$ cat src/rtl/digit_serial_subtractor.sv
// digit_serial_subtractor: multi-cycle a - b - bin, DIGIT bits per clock, LSD first, start/busy/done handshake.
// Optional signed overflow flag `ovf` when SUB_SIGNED_OVF_EN is defined.
module digit_serial_subtractor #(
   parameter int WIDTH = 16,
   parameter int DIGIT = 4
) (
   input  logic             clk,
   input  logic             rst_n,
   input  logic             start,
   input  logic [WIDTH-1:0] a,
   input  logic [WIDTH-1:0] b,
   input  logic             bin,
   output logic             busy,
   output logic             done,
   output logic [WIDTH-1:0] diff,
   output logic             bout
`ifdef SUB_SIGNED_OVF_EN
   ,
   output logic             ovf
`endif
);
   localparam int N  = WIDTH / DIGIT;
   localparam int CW = (N > 1) ? $clog2(N) : 1;
   typedef enum logic {IDLE, RUN} state_t;
   state_t           state_q, state_d;
   logic [WIDTH-1:0] a_q, a_d, b_q, b_d, res_q, res_d, diff_q, diff_d, res_nx;
   logic [CW-1:0]    cnt_q, cnt_d;
   logic             br_q, br_d, bout_q, bout_d, done_q, done_d, last;
   logic [DIGIT:0]   dsub;
`ifdef SUB_SIGNED_OVF_EN
   logic             as_q, as_d, bs_q, bs_d, ovf_q, ovf_d;
`endif
   // One DIGIT+1-bit subtract; the top bit is the outgoing borrow.
   assign dsub = {1'b0, a_q[DIGIT-1:0]} - {1'b0, b_q[DIGIT-1:0]} - {{DIGIT{1'b0}}, br_q};
   assign last = cnt_q == CW'(N - 1);
   generate
      if (DIGIT == WIDTH) begin : g_one
         assign res_nx = dsub[DIGIT-1:0];
      end else begin : g_many
         assign res_nx = {dsub[DIGIT-1:0], res_q[WIDTH-1:DIGIT]};
      end
   endgenerate
   always_comb begin
      state_d = state_q;
      a_d     = a_q;
      b_d     = b_q;
      res_d   = res_q;
      br_d    = br_q;
      cnt_d   = cnt_q;
      diff_d  = diff_q;
      bout_d  = bout_q;
      done_d  = 1'b0;
`ifdef SUB_SIGNED_OVF_EN
      as_d    = as_q;
      bs_d    = bs_q;
      ovf_d   = ovf_q;
`endif
      if (state_q == IDLE) begin
         if (start) begin
            state_d = RUN;
            a_d     = a;
            b_d     = b;
            br_d    = bin;
            cnt_d   = '0;
`ifdef SUB_SIGNED_OVF_EN
            as_d    = a[WIDTH-1];
            bs_d    = b[WIDTH-1];
`endif
         end
      end else begin
         a_d   = a_q >> DIGIT;
         b_d   = b_q >> DIGIT;
         res_d = res_nx;
         br_d  = dsub[DIGIT];
         cnt_d = last ? '0 : cnt_q + 1'b1;
         if (last) begin
            state_d = IDLE;
            diff_d  = res_nx;
            bout_d  = dsub[DIGIT];
            done_d  = 1'b1;
`ifdef SUB_SIGNED_OVF_EN
            ovf_d   = (as_q != bs_q) && (res_nx[WIDTH-1] != as_q);
`endif
         end
      end
   end
   always_ff @(posedge clk or negedge rst_n) begin
      if (!rst_n) begin
         state_q <= IDLE;
         a_q     <= '0;
         b_q     <= '0;
         res_q   <= '0;
         br_q    <= 1'b0;
         cnt_q   <= '0;
         diff_q  <= '0;
         bout_q  <= 1'b0;
         done_q  <= 1'b0;
`ifdef SUB_SIGNED_OVF_EN
         as_q    <= 1'b0;
         bs_q    <= 1'b0;
         ovf_q   <= 1'b0;
`endif
      end else begin
         state_q <= state_d;
         a_q     <= a_d;
         b_q     <= b_d;
         res_q   <= res_d;
         br_q    <= br_d;
         cnt_q   <= cnt_d;
         diff_q  <= diff_d;
         bout_q  <= bout_d;
         done_q  <= done_d;
`ifdef SUB_SIGNED_OVF_EN
         as_q    <= as_d;
         bs_q    <= bs_d;
         ovf_q   <= ovf_d;
`endif
      end
   end
   assign busy = state_q == RUN;
   assign done = done_q;
   assign diff = diff_q;
   assign bout = bout_q;
`ifdef SUB_SIGNED_OVF_EN
   assign ovf  = ovf_q;
`endif
endmodule
$ cat config.mk
export PLATFORM = sky130hd
export DESIGN_NAME = digit_serial_subtractor
export DESIGN_NICKNAME = d
export VERILOG_FILES = /design/src/rtl/digit_serial_subtractor.sv
export SDC_FILE = /design/constraint.sdc
export NUM_CORES = 1
export LEC_CHECK = 0
export CORE_MARGIN = 10
export CORE_UTILIZATION = 37
export DETAILED_ROUTE_END_ITERATION = 8
export PLACE_DENSITY_LB_ADDON = 0.12
export SYNTH_ARGS = -nofsm -noshare
export SYNTH_HDL_FRONTEND = slang
export SYNTH_SLANG_ARGS = --single-unit
$ cat constraint.sdc
create_clock -name clk -period 2.4 [get_ports clk]
set_input_delay 0.6 -clock clk [delete_from_list [all_inputs] [get_ports clk]]
set_output_delay 0.6 -clock clk [all_outputs]
set_load 0.01 [all_outputs]
* Word level (Yosys, flattened, before mapping)
Cells that the tools add are included.
Cells by class: multiplexer cells 14, equal/unequal tests 1, reductions and logical operators 2, $add $sub $neg 3
Operators by type and width (count):
- 2-to-1 mux 16 bit | 4
- 2-to-1 mux 1 bit | 7
- 2-to-1 mux 2 bit | 3
- subtractor 4 x 4 -> 5 bit | 1
- subtractor 5 x 1 -> 5 bit | 1
- adder 2 x 1 -> 2 bit, second input constant | 1
- equality test 2 bit, second input constant | 1
- AND reduction 2 bit | 1
- nonzero test 2 bit | 1
Word-level totals: word-level logic and storage cells 29, register bits 70, output and inout bits 19, input port bits 36

* Depth between registers and ports, before layout
Gate-level depths: netlist of the first run.
depth in word-level cells 3, depth in mapped cells 7, depth with buffers taken out 7

* Worst setup path before layout of the first run
OpenSTA, ideal clock, no wires.
kind register -> register, start point register a_q[0], end point register bout_q, in the netlist bout, slack 395 ps, buffers on the path 0, data arrival time 1882 ps, period minus slack after synthesis 2005 ps, setup time 124 ps, required time 2276 ps, cell stages (with the launch flop) 6, path through dfrtp_1 fa_1 fa_1 nand2b_1 a21o_1 a211o_1
On the way: word-level cells in the longest chain between the ends 2
RTL lines:
- start, declared | RTL line 26 | logic [WIDTH-1:0] a_q, a_d, b_q, b_d, res_q, res_d, diff_q, diff_d, res_nx;
- start signal, assigned | RTL line 90 | a_q <= '0;
- start signal, assigned | RTL line 105 | a_q <= a_d;
- subtractor 4 x 4 -> 5 bit | RTL line 34 | assign dsub = {1'b0, a_q[DIGIT-1:0]} - {1'b0, b_q[DIGIT-1:0]} - {{DIGIT{1'b0}}, br_q};
- subtractor 5 x 1 -> 5 bit | RTL line 34
- end signal, assigned | RTL line 111 | bout_q <= bout_d;
- end, declared | RTL line 28 | logic br_q, br_d, bout_q, bout_d, done_q, done_d, last;
Every way passes these cells. A chain may end at the register's enable or synchronous reset.

* Worst setup path in the final report of the first run
start point register a_q[0], end point register br_q
On the way: word-level cells in the longest chain between the ends 3
RTL lines:
- subtractor 4 x 4 -> 5 bit | RTL line 34
- subtractor 5 x 1 -> 5 bit | RTL line 34
- 2-to-1 mux 1 bit | RTL line 58 | if (state_q == IDLE) begin
- end signal, assigned | RTL line 108 | br_q <= br_d;
- end, declared | RTL line 28
Every way passes these cells.

==> results of run 1 <==
## synthesized netlist by cell type
| master | number |
|---|---|
| mux2i_1 | 33 |
| nand2_1 | 30 |
| nor2b_1 | 1 |
| nand2_2 | 1 |
| and2_0 | 1 |
| mux2_2 | 9 |
| fa_1 | 2 |
| a21o_1 | 1 |
| a211o_1 | 3 |
| ha_1 | 7 |
| nor2_1 | 12 |
| a2111oi_2 | 1 |
| xnor2_1 | 2 |
| buf_4 | 6 |
| o21ai_0 | 28 |
| dfrtp_1 | 66 |
| a221oi_1 | 1 |
| mux2_1 | 10 |
| clkbuf_1 | 2 |
| a22o_1 | 1 |
| mux2_4 | 3 |
| buf_2 | 6 |
| and3_1 | 1 |
| nand4_1 | 2 |
| inv_1 | 11 |
| a21oi_1 | 2 |
| a211oi_1 | 1 |
| o22ai_1 | 1 |
| nand2b_1 | 2 |
| nand3_1 | 2 |
## metal layers
layer  wire length [um]  share of wire  up-vias
met5                  0              0        -
met4                 93          0.016        0
met3                388          0.067        8
met2               2580           0.45       36
met1               2710           0.47      896
li1                   -              -      964
## registers in the layout (all words and copies together), names as in the netlist
name and flops:
a_q 16, b_q 16, bout 1, br_q 1, busy 1, cnt_q 2, diff 16, done 1
res_q 12
## metrics by stage
stage               setup slack, ns  hold slack, ns  instance area [sq um]  power [mW]  std cells
global route                  0.209           0.293                   3770        5.07        410
floorplan                     0.395           0.304                   2960        3.14        248
CTS                           0.322           0.287                   3770        4.76        410
global placement              0.347           0.461                   3590        3.82        394
finish                        0.332           0.271                   3770        4.66        410
detailed placement            0.323           0.472                   3590        3.85        394
## worst max-delay path, delay by kind of cell (launching register included)
kind                       cells  cell delay [ns]
AOI/OAI and AO/OA              2             0.46
and+or+nand+nor                1             0.20
adders and majority gates      2             0.90
DFF                            1             0.40
## worst paths after layout
path,startpoint,to,depth (start not counted)
max in group asynchronous,rst_n,busy,2
worst min-delay path,rst_n,a_q[8],2
min in group clk,a_q[10],a_q[6],2
worst max-delay path,a_q[0],br_q,5
worst min register to register,a_q[10],a_q[6],2
worst max register to register,a_q[0],br_q,5
## kinds of logic after synthesis
family,count (synthesis)
muxes,55
buffers and inverters,25
adders and majority gates,9
and+or+nand+nor,52
DFF,66
xor gates and xnor gates,2
AOI/OAI and AO/OA,39
## cell type report
| class | count | area share |
|---|---|---|
| inverter | 11 | 0.0109 |
| clock inverter | 6 | 0.0152 |
| sequential | 66 | 0.438 |
| tap | 102 | 0.0338 |
| clock buffer | 10 | 0.0338 |
| timing repair buffer | 58 | 0.155 |
| multi-input combinational | 157 | 0.313 |
## placed cells by master, fill, tap and decap left out, types with 2 or more instances in the layout
cell and count:
nand3_1 2, nand2_1 30, a211o_1 3, buf_4 2
inv_1 11, buf_12 2, o21ai_0 28, clkdlybuf4s50_1 52
clkinv_2 4, buf_2 2, clkbuf_8 9, a21oi_1 2
fa_1 2, nand2b_1 2, ha_1 7, xnor2_1 2
mux2i_1 33, mux2_4 3, mux2_1 10, nor2_1 12
dfrtp_1 65, mux2_2 9, nand4_1 2
## power by group through the flow
stage / Clock (mW) / Sequential (mW) / Combinational, mW
final: 0.884 / 1.86 / 1.92
after global routing: 0.975 / 1.94 / 2.16
after CTS: 0.922 / 1.87 / 1.96
after detailed placement: 0 / 1.89 / 1.95
after global placement: 0 / 1.88 / 1.93
after floorplan: 0 / 1.90 / 1.23
==> results by group, run 1 <==
Logic synthesis
  – Yosys Warn Count: 0
  – Cells after synthesis: 248
  – Synth Area in XOR/XNOR: 0.00592
  – Largest family of logic cells by synthesized area: multiplexers
  – Complex-gate fraction of the synthesized area: 0.0778
  – Post-synthesis simple-gate area fraction: 0.0736
  – Syn nets: 293
  – Synth Register Bits: 66
  – Post-Synth Adder-Cell Area: 0.0431
  – Most area-hungry cell type in the Yosys netlist: dfrtp_1
  – Post-synthesis mux area share: 0.199
  – Seq/Total Area, Yosys: 0.558
  – Avg Cell Area, Syn: 11.9 sq um
  – Top post-synthesis cells by area: dfrtp_1 (56%), mux2i_1 (11%), o21ai_0 (4.7%), mux2_1 (3.8%), nand2_1 (3.8%)
  – Area fraction of the dominant cell type after synthesis: 0.558
  – Yosys cell types: 30
  – Post-synthesis cell area: 0.00296 sq mm

GRT
  – Initial antenna violation count: 0
  – Largest net degree at the start of global routing: 67
  – First-pass GRT wire length: 10.0 mm
  – Met3 GRT Util: 0.0427
  – Total grt overflow: 0
  – Total track usage: 0.107
  – Met2 GRT Util: 0.155
  – Global-route track usage on met1: 0.139
  – Vias in the first global route: 2002
  – Busiest grt layer: met2

Detailed routing
  – Iteration-0 DRC Markers: 62
  – Final ANT Viol Nets: 0
  – DRT Wirelength: 5.78 mm
  – Via count: 1904
  – Post-DR wirelength/cell: 14.1 um
  – DR DRC count: 0
  – TritonRoute pass-1 iters: 4
  – Drt via density: 4.64

Final layout
  – Share of cells above drive strength 1: 0.117
  – Final core utilization: 0.486
  – Fillers: 727
  – Area added between synthesis and finish: 27.6%
  – N_diodes: 0
  – Final #Nets: 348
  – Multi-input logic area: 0.00118 sq mm
  – Storage element area: 0.00165 sq mm

Pwr
  – PwrDens: 1230 mW/mm^2
  – VDD IR max: 405 uV
  – Switch Pwr: 1.60 mW
  – Sequential cell fraction of total power: 0.399
  – Sw Share: 0.343
  – Clock power share: 0.190
  – Logic pwr share: 0.411
  – Pleak: 1.73 nW
  – Pint: 3.06 mW

Critical path
  – CP Capture Type: flip-flop
  – Critical Path AT: 2.30 ns
  – Slowest stage delay, CP: 0.47 ns
  – Worst-path fanout max: 3
  – CP most frequent cell: fa_1
  – WS Path Type: flip-flop to flip-flop
  – Worst endpoint required time: 2.63 ns
  – Worst setup SP type: flip-flop
  – Slowest CP cell: fa_1
  – R2R Setup Slk: 0.33 ns
  – Critical Path, Cell by Cell: fa_1 -> fa_1 -> nand2b_1 -> a21o_1 -> a221oi_1

Hold path
  – Worst min-delay path class: primary input to async pin

Floorplanning
  – # IOs: 55
  – Core ar.: 0.00777 sq mm
  – Die width: 109 um
  – Die H: 109 um
  – Die ar.: 0.0120 sq mm
  – Site row count: 32
  – Initial Util: 0.381

Clock network
  – CTS tree: done
  – Gates resized, CTS repair: 0
  – Post-CTS Setup Inserts: 0
  – CTS Buf Count: 9
  – Clock transition at path regs: 0.07 ns
  – Clk sinks: 66
  – Clock Path Buffers: 2
  – H-tree depth: 3
  – Clk root buf: clkbuf_8
  – Post-CTS Hold Fix Bufs: 0
  – Worst skew pair latency: 0.33 ns

Timing
  – Setup TNS: 0 ns
  – Final Hold Vio Count: 0
  – Worst-margin pin slew: 0.509 ns
  – FMAX: 483 MHz
  – Setup Skew: 0.00665 ns
  – Max Slew Vio Count: 0
  – Max-Slew Margin vs Limit: 0.659
  – Setup violations, final: 0
  – RSZ-0062 raised after global routing: false
  – Period utilization: 0.862
  – Minimum clock period: 2.07 ns

Placed design
  – RD Place Congestion: 0.735
  – Number of buffer cells added on primary ports: 54
  – Detailed Place HPWL: 3.96 mm

Run status
  – Status: finished clean

Flow run
  – Max-cap viol count: 0
Power figures use the tool's default switching activity.
==> run 2: changes to the inputs <==
--- a/config.mk
+++ b/config.mk
@@ -8,6 +8,7 @@
 export CORE_MARGIN = 10
 export CORE_UTILIZATION = 37
 export DETAILED_ROUTE_END_ITERATION = 8
+export GPL_ROUTABILITY_DRIVEN = 0
 export PLACE_DENSITY_LB_ADDON = 0.12
 export SYNTH_ARGS = -nofsm -noshare
 export SYNTH_HDL_FRONTEND = slang
==> results of run 2 <==
The final DEF is identical to that of run 1; final timing and power are the same.
==> run 3: changes to the inputs <==
--- a/config.mk
+++ b/config.mk
@@ -6,7 +6,7 @@
 export NUM_CORES = 1
 export LEC_CHECK = 0
 export CORE_MARGIN = 10
-export CORE_UTILIZATION = 37
+export CORE_UTILIZATION = 30
 export DETAILED_ROUTE_END_ITERATION = 8
 export GPL_ROUTABILITY_DRIVEN = 0
 export PLACE_DENSITY_LB_ADDON = 0.12
==> run 3 against run 2 <==
  * Sequential power is essentially flat
  * First-iteration DRC count up 50%
  * Routed wire length increased by 9.3%
  * Register-to-register slack barely moved
  * Global-route usage decreased by 1.1 points
==> results by group, run 3 (synthesized netlist as in run 1, its figures left out) <==
Run status
  – Status: finished clean

Clock network
  – Post-CTS Setup Inserts: 0
  – CTS tree: done
  – Clock Path Buffers: 2
  – Clk sinks: 66
  – Clk root buf: clkbuf_8
  – Post-CTS Hold Fix Bufs: 0
  – Gates resized, CTS repair: 0
  – H-tree depth: 3
  – Worst skew pair latency: 0.34 ns
  – Clock transition at path regs: 0.08 ns
  – CTS Buf Count: 9

GRT
  – Total grt overflow: 0
  – First-pass GRT wire length: 11.0 mm
  – Met2 GRT Util: 0.149
  – Met3 GRT Util: 0.0354
  – Initial antenna violation count: 0
  – Total track usage: 0.0955
  – Global-route track usage on met1: 0.121
  – Busiest grt layer: met2
  – Largest net degree at the start of global routing: 79
  – Vias in the first global route: 2099

Critical path
  – CP Capture Type: flip-flop
  – Worst setup SP type: flip-flop
  – Slowest stage delay, CP: 0.47 ns
  – Top delay family on crit path: adder cells
  – Worst endpoint required time: 2.63 ns
  – WP buf/inv: 0
  – FF-to-FF path depth: 5
  – CP most frequent cell: fa_1
  – R2R Setup Slk: 0.32 ns
  – Critical Path AT: 2.30 ns
  – Reg-to-Reg Start: a_q[0]
  – Critical Path, Cell by Cell: fa_1 -> fa_1 -> nand2b_1 -> a21o_1 -> a221oi_1
  – Worst-path fanout max: 3
  – RR Endpoint: br_q
  – Slowest CP cell: fa_1
  – WS Path Type: flip-flop to flip-flop

Floorplanning
  – Initial Util: 0.305
  – # IOs: 55
  – Core ar.: 0.00968 sq mm
  – Die ar.: 0.0142 sq mm
  – Die H: 119 um
  – Die width: 119 um
  – Site row count: 36

Final layout
  – Final core utilization: 0.398
  – Post-route cell area: 0.00385 sq mm
  – Final #Nets: 348
  – N_diodes: 0
  – Most common cell after layout, fill and taps aside: dfrtp_1
  – Most frequent cells in the layout: dfrtp_1 (65), clkdlybuf4s50_1 (52), mux2i_1 (33), nand2_1 (30), o21ai_0 (28)
  – Share of cells above drive strength 1: 0.117
  – Area added between synthesis and finish: 30.3%
  – Fillers: 962

Detailed routing
  – Via count: 1916
  – Post-DR wirelength/cell: 14.4 um
  – Iteration-0 DRC Markers: 93
  – DR DRC count: 0
  – Final ANT Viol Nets: 0
  – Drt via density: 4.35
  – DRT Wirelength: 6.32 mm
  – TritonRoute pass-1 iters: 4

Placed design
  – Number of buffer cells added on primary ports: 54
  – Detailed Place HPWL: 4.40 mm
  – Dpl cell area: 0.00362 sq mm

Pwr
  – Total Power: 4.92 mW
  – Pleak: 1.75 nW
  – Sequential cell fraction of total power: 0.378
  – PwrDens: 1280 mW/mm^2
  – Sw Share: 0.336
  – Logic pwr share: 0.392
  – Clock power share: 0.230
  – Switch Pwr: 1.65 mW
  – Pint: 3.27 mW
  – VDD IR max: 378 uV

Hold path
  – Worst min-delay path class: primary input to async pin

Timing
  – Worst-margin pin slew: 0.729 ns
  – Max-Slew Margin vs Limit: 0.514
  – RSZ-0062 raised after global routing: false
  – Period utilization: 0.865
  – Max Slew Vio Count: 0
  – Final Hold Vio Count: 0
  – Setup violations, final: 0
  – Setup TNS: 0 ns
  – Setup Skew: 0.0126 ns
  – FMAX: 482 MHz
  – Minimum clock period: 2.08 ns

Flow run
  – Max-cap viol count: 0
run 3: worst max path at each step:
stage          depth (start not counted)  slack [ns]  startpoint    to
2_1_floorplan                          5        0.39      a_q[0]  bout
4_1_cts                                5        0.31      a_q[0]  bout
3_5_place_dp                           5        0.32      a_q[0]  bout
3_3_place_gp                           5        0.35      a_q[0]  bout
5_1_grt                                5        0.17      a_q[0]  br_q
6_report                               5        0.32      a_q[0]  br_q
run 3: power by group through the flow:
| stage | Combinational, mW | Clock (mW) | Sequential (mW) |
|---|---|---|---|
| after floorplan | 1.23 | 0 | 1.90 |
| after global placement | 1.94 | 0 | 1.89 |
| after detailed placement | 1.97 | 0 | 1.89 |
| after CTS | 1.98 | 1.17 | 1.87 |
| after global routing | 2.18 | 1.22 | 1.95 |
| final | 1.92 | 1.13 | 1.86 |
run 3: metrics by stage:
| stage | hold WS [ns] | instances | setup slack [ns] |
|---|---|---|---|
| floorplan | 0.304 | 248 | 0.395 |
| global placement | 0.467 | 425 | 0.348 |
| detailed placement | 0.470 | 425 | 0.322 |
| CTS | 0.251 | 440 | 0.309 |
| global route | 0.268 | 440 | 0.171 |
| finish | 0.249 | 440 | 0.324 |
run 3: area by class of cell:
class | count | area (sq um) | area share
repair buffers | 58 | 573 | 0.149
clock buffers | 9 | 124 | 0.0321
flip-flops and latches | 66 | 1650 | 0.429
clock inverters | 6 | 115 | 0.0299
inverters | 11 | 41.3 | 0.0107
well taps | 133 | 166 | 0.0432
multi-input cells | 157 | 1180 | 0.307
run 3: per-layer routing:
layer,up-vias,share of wire
li1,961,-
met1,912,0.46
met2,35,0.48
met3,8,0.051
met4,0,0.0097
met5,-,0
run 3: worst reg2reg max path, stage by stage, from the launching register on:
cell	delay [ns]
dfrtp_1	0.40
fa_1	0.47
fa_1	0.43
nand2b_1	0.20
a21o_1	0.21
a221oi_1	0.26
